[src/rtl/register_file_multiport.sv]
// Multiport CPU register file with write-to-read bypass, optional hardwired zero
// register and a per-register busy scoreboard for stalling on pending results.
module register_file_multiport #(
  parameter int DATA_WIDTH      = 32,
  parameter int NUM_REGS        = 16,
  parameter int NUM_READ_PORTS  = 3,
  parameter int NUM_WRITE_PORTS = 2,
  parameter int SYNC_READ       = 1,
  parameter int ZERO_REG        = 1,
  localparam int SEL_W          = $clog2(NUM_REGS)
) (
  input  logic                                 clk,
  input  logic                                 rst_n,
  input  logic [NUM_READ_PORTS*SEL_W-1:0]      rd_sel,
  output logic [NUM_READ_PORTS*DATA_WIDTH-1:0] rd_data,
  output logic [NUM_READ_PORTS-1:0]            rd_busy,
  input  logic [NUM_WRITE_PORTS-1:0]           wr_en,
  input  logic [NUM_WRITE_PORTS*SEL_W-1:0]     wr_sel,
  input  logic [NUM_WRITE_PORTS*DATA_WIDTH-1:0] wr_data,
  input  logic                                 claim_en,
  input  logic [SEL_W-1:0]                     claim_sel,
  output logic [NUM_REGS-1:0]                  busy_vec,
  output logic                                 wr_conflict
);

  logic [DATA_WIDTH-1:0]                 regs_reg [NUM_REGS];
  logic [NUM_REGS-1:0]                   busy_reg;
  logic [NUM_REGS-1:0]                   busy_next;
  logic [NUM_WRITE_PORTS-1:0]            wr_eff;
  logic [NUM_REGS-1:0]                   wr_hit;
  logic [DATA_WIDTH-1:0]                 wr_val [NUM_REGS];
  logic                                  conflict_next;
  logic                                  wr_conflict_reg;
  logic [NUM_READ_PORTS*DATA_WIDTH-1:0]  rd_val_all;
  logic [NUM_READ_PORTS-1:0]             rd_busy_sel;

  genvar gi;

  // Writes to the zero register are never effective, so they can't collide or bypass.
  generate
    for (gi = 0; gi < NUM_WRITE_PORTS; gi++) begin : g_wr_eff
      assign wr_eff[gi] = wr_en[gi] &&
                          !(ZERO_REG != 0 && wr_sel[gi*SEL_W +: SEL_W] == '0);
    end
  endgenerate

  // Per-register winning write: ascending scan so the highest port index wins.
  always_comb begin
    for (int r = 0; r < NUM_REGS; r++) begin
      wr_hit[r] = 1'b0;
      wr_val[r] = '0;
      for (int p = 0; p < NUM_WRITE_PORTS; p++) begin
        if (wr_eff[p] && wr_sel[p*SEL_W +: SEL_W] == SEL_W'(r)) begin
          wr_hit[r] = 1'b1;
          wr_val[r] = wr_data[p*DATA_WIDTH +: DATA_WIDTH];
        end
      end
    end
  end

  always_comb begin
    conflict_next = 1'b0;
    for (int p = 1; p < NUM_WRITE_PORTS; p++) begin
      for (int q = 0; q < p; q++) begin
        if (wr_eff[p] && wr_eff[q] &&
            wr_sel[p*SEL_W +: SEL_W] == wr_sel[q*SEL_W +: SEL_W]) begin
          conflict_next = 1'b1;
        end
      end
    end
  end

  // A claim marks a new producer pending, so it overrides a same-cycle writeback.
  generate
    for (gi = 0; gi < NUM_REGS; gi++) begin : g_busy_next
      if (ZERO_REG != 0 && gi == 0) begin : g_zero
        assign busy_next[gi] = 1'b0;
      end else begin : g_norm
        assign busy_next[gi] = (claim_en && claim_sel == SEL_W'(gi)) ? 1'b1 :
                               wr_hit[gi]                            ? 1'b0 :
                               busy_reg[gi];
      end
    end
  endgenerate

  always_ff @(posedge clk or negedge rst_n) begin
    if (!rst_n) begin
      for (int r = 0; r < NUM_REGS; r++) begin
        regs_reg[r] <= '0;
      end
      busy_reg        <= '0;
      wr_conflict_reg <= 1'b0;
    end else begin
      for (int r = 0; r < NUM_REGS; r++) begin
        if (wr_hit[r]) begin
          regs_reg[r] <= wr_val[r];
        end
      end
      busy_reg        <= busy_next;
      wr_conflict_reg <= conflict_next;
    end
  end

  assign busy_vec    = busy_reg;
  assign wr_conflict = wr_conflict_reg;

  // Registered reads see next-cycle state (bypassed data, next busy) so they line up.
  generate
    for (gi = 0; gi < NUM_READ_PORTS; gi++) begin : g_rd_port
      logic [SEL_W-1:0] sel;
      assign sel = rd_sel[gi*SEL_W +: SEL_W];
      assign rd_val_all[gi*DATA_WIDTH +: DATA_WIDTH] =
          (ZERO_REG != 0 && sel == '0) ? '0          :
          wr_hit[sel]                  ? wr_val[sel] :
          regs_reg[sel];
      assign rd_busy_sel[gi] = (SYNC_READ != 0) ? busy_next[sel] : busy_reg[sel];
    end

    if (SYNC_READ != 0) begin : g_sync_rd
      logic [NUM_READ_PORTS*DATA_WIDTH-1:0] rd_data_reg;
      logic [NUM_READ_PORTS-1:0]            rd_busy_reg;
      always_ff @(posedge clk or negedge rst_n) begin
        if (!rst_n) begin
          rd_data_reg <= '0;
          rd_busy_reg <= '0;
        end else begin
          rd_data_reg <= rd_val_all;
          rd_busy_reg <= rd_busy_sel;
        end
      end
      assign rd_data = rd_data_reg;
      assign rd_busy = rd_busy_reg;
    end else begin : g_comb_rd
      assign rd_data = rd_val_all;
      assign rd_busy = rd_busy_sel;
    end
  endgenerate

endmodule
[config.mk]
export PLATFORM = sky130hd
export DESIGN_NAME = register_file_multiport
export DESIGN_NICKNAME = d
export VERILOG_FILES = /design/src/rtl/register_file_multiport.sv
export SDC_FILE = /design/constraint.sdc
export NUM_CORES = 2
export LEC_CHECK = 0
export ABC_CLOCK_PERIOD_IN_PS = 2000
export CORE_MARGIN = 1
export CORE_UTILIZATION = 66
export DETAILED_ROUTE_END_ITERATION = 6
export DONT_BUFFER_PORTS = 1
export GPL_ROUTABILITY_DRIVEN = 0
export PLACE_DENSITY = 0.9
export SLEW_MARGIN = 20
export SYNTH_ARGS = -nofsm -noshare
export SYNTH_HDL_FRONTEND = slang
export SYNTH_SLANG_ARGS = --single-unit
[constraint.sdc]
create_clock -name clk -period 2 [get_ports clk]
set_input_delay 0.1 -clock clk [delete_from_list [all_inputs] [get_ports clk]]
set_output_delay 0.1 -clock clk [all_outputs]
set_load 0.02 [all_outputs]
==> results of run 1 <==
-- stage by stage --
step	cell area, um^2	setup TNS (ns)	setup WS, ns
floorplan	53100	-5.86	-0.119
global placement	59600	-18.18	-0.482
CTS	63600	0	0.00641
detailed placement	59600	-28.41	-0.463
-- kinds of logic after synthesis --
logic type      Yosys count  synth area share, %
compound gates         1402                 19.0
simple gates           1650                 13.8
xor+xnor                  3               0.0504
mux                     853                 31.7
flops                   627                 30.1
buf+inv                 654                 5.35
other cells               1              0.00719
-- repair_timing --
action / 4_1_cts
hold endpoints to repair: 1213
setup buffers: 0
hold buffers: 120
setup endpoints to repair: 0
-- metal layers --
layer	global-route usage, %	GRT overflow
met5	75.2	37
met4	87.2	510
met3	86.0	234
met2	95.2	706
met1	86.9	199
==> impl_metrics.yaml, run 1 <==
run_status:
  haltStage: "global routing"
  status: "did not finish"
  error: "[ERROR GRT-0116] Global routing finished with congestion. Check the congestion regions in the DRC Viewer."
cts:
  cts_made_buffers: 74
  clockBufferDepth: 3
  cts-htree-levels: 3
  cts.sinks: 627
  cts-root-buf: "clkbuf_16"
  cts.repair.resized: 0
synth:
  yosysMostFrequentCell: "nand2_1"
  synth_top_area_share_pct: 30.1
  async_reset_ff_share_pct: 100
  seq_area_frac_synth_pct: 30.1
  yosys.area.top_type: "dfrtp_1"
  yosysUniqueCellTypes: 83
  syn_inst: 5190
  synthesis.nets: 5283
  avgSynthCellArea_um2: 10.1
  yosysWarnings: 0
  syn-cell-area_um2: 52200
  synth-edff-count: 0
  synth.top_cells.by_count: "1084 x nand2_1, 635 x mux4_2, 627 x dfrtp_1, 413 x a21oi_1, 359 x clkbuf_1"
  ys.flop_type: "dfrtp_1"
  ys_ff_latch: 627
  netlist_top_cells_area: "dfrtp_1 30%, mux4_2 27%, nand2_1 7.8%, a21oi_1 4.0%, a211oi_1 3.5%"
global_route:
  grt_max_degree: 628
  track_usage_pct: 88.8
  grt_pass1_wl_um: 524000
  grt_overflow_total: 1686
  grt_pass1_vias: 73100
floorplanning:
  boundaryPins: 209
  row_count: 102
  start_util_pct: 67.0
  die_w_um: 283
  die_height_um: 283
placement:
  dp_hpwl_um: 162000
  dpl.cell_count: 6540
  io_buffers: 0
==> run 2, diff against run 1 <==
--- a/config.mk
+++ b/config.mk
@@ -7,11 +7,11 @@
 export LEC_CHECK = 0
 export ABC_CLOCK_PERIOD_IN_PS = 2000
 export CORE_MARGIN = 1
-export CORE_UTILIZATION = 66
+export CORE_UTILIZATION = 40
 export DETAILED_ROUTE_END_ITERATION = 6
 export DONT_BUFFER_PORTS = 1
 export GPL_ROUTABILITY_DRIVEN = 0
-export PLACE_DENSITY = 0.9
+export PLACE_DENSITY_LB_ADDON = 0.15
 export SLEW_MARGIN = 20
 export SYNTH_ARGS = -nofsm -noshare
 export SYNTH_HDL_FRONTEND = slang
==> run 2 against run 1 <==
  * The flow now finishes, with violations (DRC, hold timing, setup timing)
  * Synthesized area did not move
  * Synthesized cell count unchanged
==> impl_metrics.yaml, run 2 <==
placement:
  io_buffers: 0
  dpl.cell_count: 7447
  dp_hpwl_um: 181000
  pre_cts_ws_ns: -0.527
  dpl_cell_area_um2: 62500
final_layout:
  multi_input_area_um2: 34500
  filler_cell_count: 11800
  ff_latch_area_um2: 15700
  largest_reg_flops: 512
  fin_nets: 6052
  final_cell_mix: "1082 x nand2_1, 1032 x buf_4, 635 x mux4_2"
  fin_cells: 7803
  area.growth.synth_to_final_pct: 29.5
  final_common_cell: "nand2_1"
  final_area_um2: 67600
  layout-drive-gt1-share_pct: 35.9
hold_path:
  hp-class: "in -> reg"
global_route:
  grt_pass1_wl_um: 413000
  grt_overflow_total: 0
  grt_max_degree: 628
  antenna_found_initial: 28
  track_usage_pct: 44.0
  grt_pass1_vias: 54600
drt:
  num_vias: 56700
  drt_iter0_markers: 9551
  drc_errors: 6
  wl_um: 296000
  postRouteAntennaNets: 0
  routedWlPerCell_um: 37.9
  first_pass_iters: 7
  viasPerCell: 7.27
timing:
  max_freq_mhz: 478
  period_needed_ns: 2.09
  grt_setup_unrepaired: "yes"
  setup_violations: 13
  worst_slack_ns: -0.0903
  slew_violations: 0
  period_share_pct: 105
  hold_viol: 7
  whs_ns: -0.0504
  slew_headroom_pct: 24.0
  worst_pin_slew_ns: 1.14
  clock_skew_ns: 0.0473
floorplanning:
  dieArea_um2: 132000
  boundaryPins: 209
  start_util_pct: 40.3
  die_w_um: 363
  core_area_um2: 129000
  die_height_um: 363
  row_count: 132
power:
  power_density_nw_per_um2: 724
  pwr-share-seq_pct: 38.5
  power.total_mw: 48.9
  clkPwrFrac_pct: 31.8
  p_sw_mw: 17.0
  internal_power_mw: 31.9
  ir_worst_vdd_uv: 704
  switching_share_pct: 34.7
  p_comb_share_pct: 29.7
  total_leakage_power_nw: 29.0
synth:
  ys.flop_type: "dfrtp_1"
  yosysUniqueCellTypes: 83
  async_reset_ff_share_pct: 100
  syn-cell-area_um2: 52200
  synth-edff-count: 0
  syn_inst: 5190
  netlist_top_cells_area: "dfrtp_1 30%, mux4_2 27%, nand2_1 7.8%, a21oi_1 4.0%, a211oi_1 3.5%"
  yosysWarnings: 0
  avgSynthCellArea_um2: 10.1
  synth_top_area_share_pct: 30.1
  ys_ff_latch: 627
  yosysMostFrequentCell: "nand2_1"
  synth.top_cells.by_count: "1084 x nand2_1, 635 x mux4_2, 627 x dfrtp_1, 413 x a21oi_1, 359 x clkbuf_1"
  synthesis.nets: 5283
  seq_area_frac_synth_pct: 30.1
  yosys.area.top_type: "dfrtp_1"
cts:
  clockBufferDepth: 3
  clk_latency_ns: 0.75
  cts.sinks: 627
  cts_made_buffers: 81
  cts-root-buf: "clkbuf_16"
  tritoncts: "built"
  path_clk_slew_ns: 0.06
  cts-htree-levels: 3
run_status:
  violations: "DRC, hold timing, setup timing"
  status: "finished, violations left"
setup_path:
  worstPathMaxFanout: 34
  arrival_ns: 2.70
  crit_type: "in -> reg"
  cp-start-kind: "primary input"
  end_kind: "flop"
  cp_data_required_time_ns: 2.61
job:
  maxCapViolCount: 0
## run 2: cell counts after synthesis
No cell type changed its count.
## run 2: worst paths after layout
kind                                from             to  slack [ns]  cells past startpoint
setup / recovery              rd_sel[11]    rd_data[78]       -0.09                      9
hold / removal                 rd_sel[4]    rd_data[34]       -0.05                      6
setup reg to reg            regs_reg[31]    rd_data[31]           0                      7
hold reg to reg            regs_reg[480]  regs_reg[480]        0.41                      0
max in group asynchronous          rst_n  regs_reg[157]        0.17                      7
min in group asynchronous          rst_n  regs_reg[293]        0.34                      6
## run 2: timing repair
action / CTS / global route
hold endpoints to repair: 1221 / 389
setup buffers: 0 / 3
pin swaps: 2 / 1
hold buffers: 150 / 11
gates resized for setup: 1 / 27
gates cloned: 0 / 2
setup endpoints to repair: 1 / 37
## run 2: power by group through the flow
stage                     Combinational [mW]  Sequential (mW)  Clock [mW]
final                                   14.6             18.8        15.6
after global placement                  12.4             18.7           0
after global routing                    15.1             19.1        16.1
after detailed placement                12.6             18.9           0
after CTS                               13.5             18.7        15.6
after floorplan                         9.42             17.8           0
## run 2: per-stage QoR
| stage | TNS [ns] | utilization [%] |
|---|---|---|
| final | -0.397 | 52.2 |
| after global routing | -1.44 | 52.1 |
| after CTS | 0 | 51.7 |
| after detailed placement | -35.31 | 48.2 |
| after global placement | -33.85 | 48.2 |
| after floorplan | -5.86 | - |
## run 2: cells by family (layout without fill, tap and decap cells)
group / after synthesis / in the layout / synth area share (%)
buffers and inverters: 654 / 1486 / 5.35
AOI/OAI and AO/OA: 1402 / 1402 / 19.0
DFF: 627 / 627 / 30.1
xor gates and xnor gates: 3 / 3 / 0.0504
muxes: 853 / 853 / 31.7
other: 1 / 40 / 0.00719
and+or+nand+nor: 1650 / 1650 / 13.8
## run 2: worst max-delay path, stage by stage
cell	delay [ns]
dlygate4sd3_1	0.69
buf_16	0.39
clkinv_2	0.15
buf_12	0.25
nor2_2	0.14
buf_4	0.40
and3_1	0.24
a21oi_1	0.04
a31oi_1	0.25
## run 2: cell type report
type | instances | area share (%)
well taps | 1742 | 3.23
clock buffers | 119 | 3.53
clock inverters | 27 | 0.548
flip-flops and latches | 627 | 23.2
repair buffers | 1320 | 18.2
diodes | 39 | 0.144
inverters | 20 | 0.139
multi-input cells | 3909 | 51.0
## run 2: layer usage
metal	share of wire (%)	wire length [um]	vias up	track usage [%]
li1	-	-	21900	-
met1	35	104000	28200	55.1
met2	41	120000	5159	61.4
met3	15	45800	1459	18.1
met4	8.6	25300	21	30.8
met5	0.072	213	-	0.545
No activity file was read; power rests on OpenSTA's default activity.
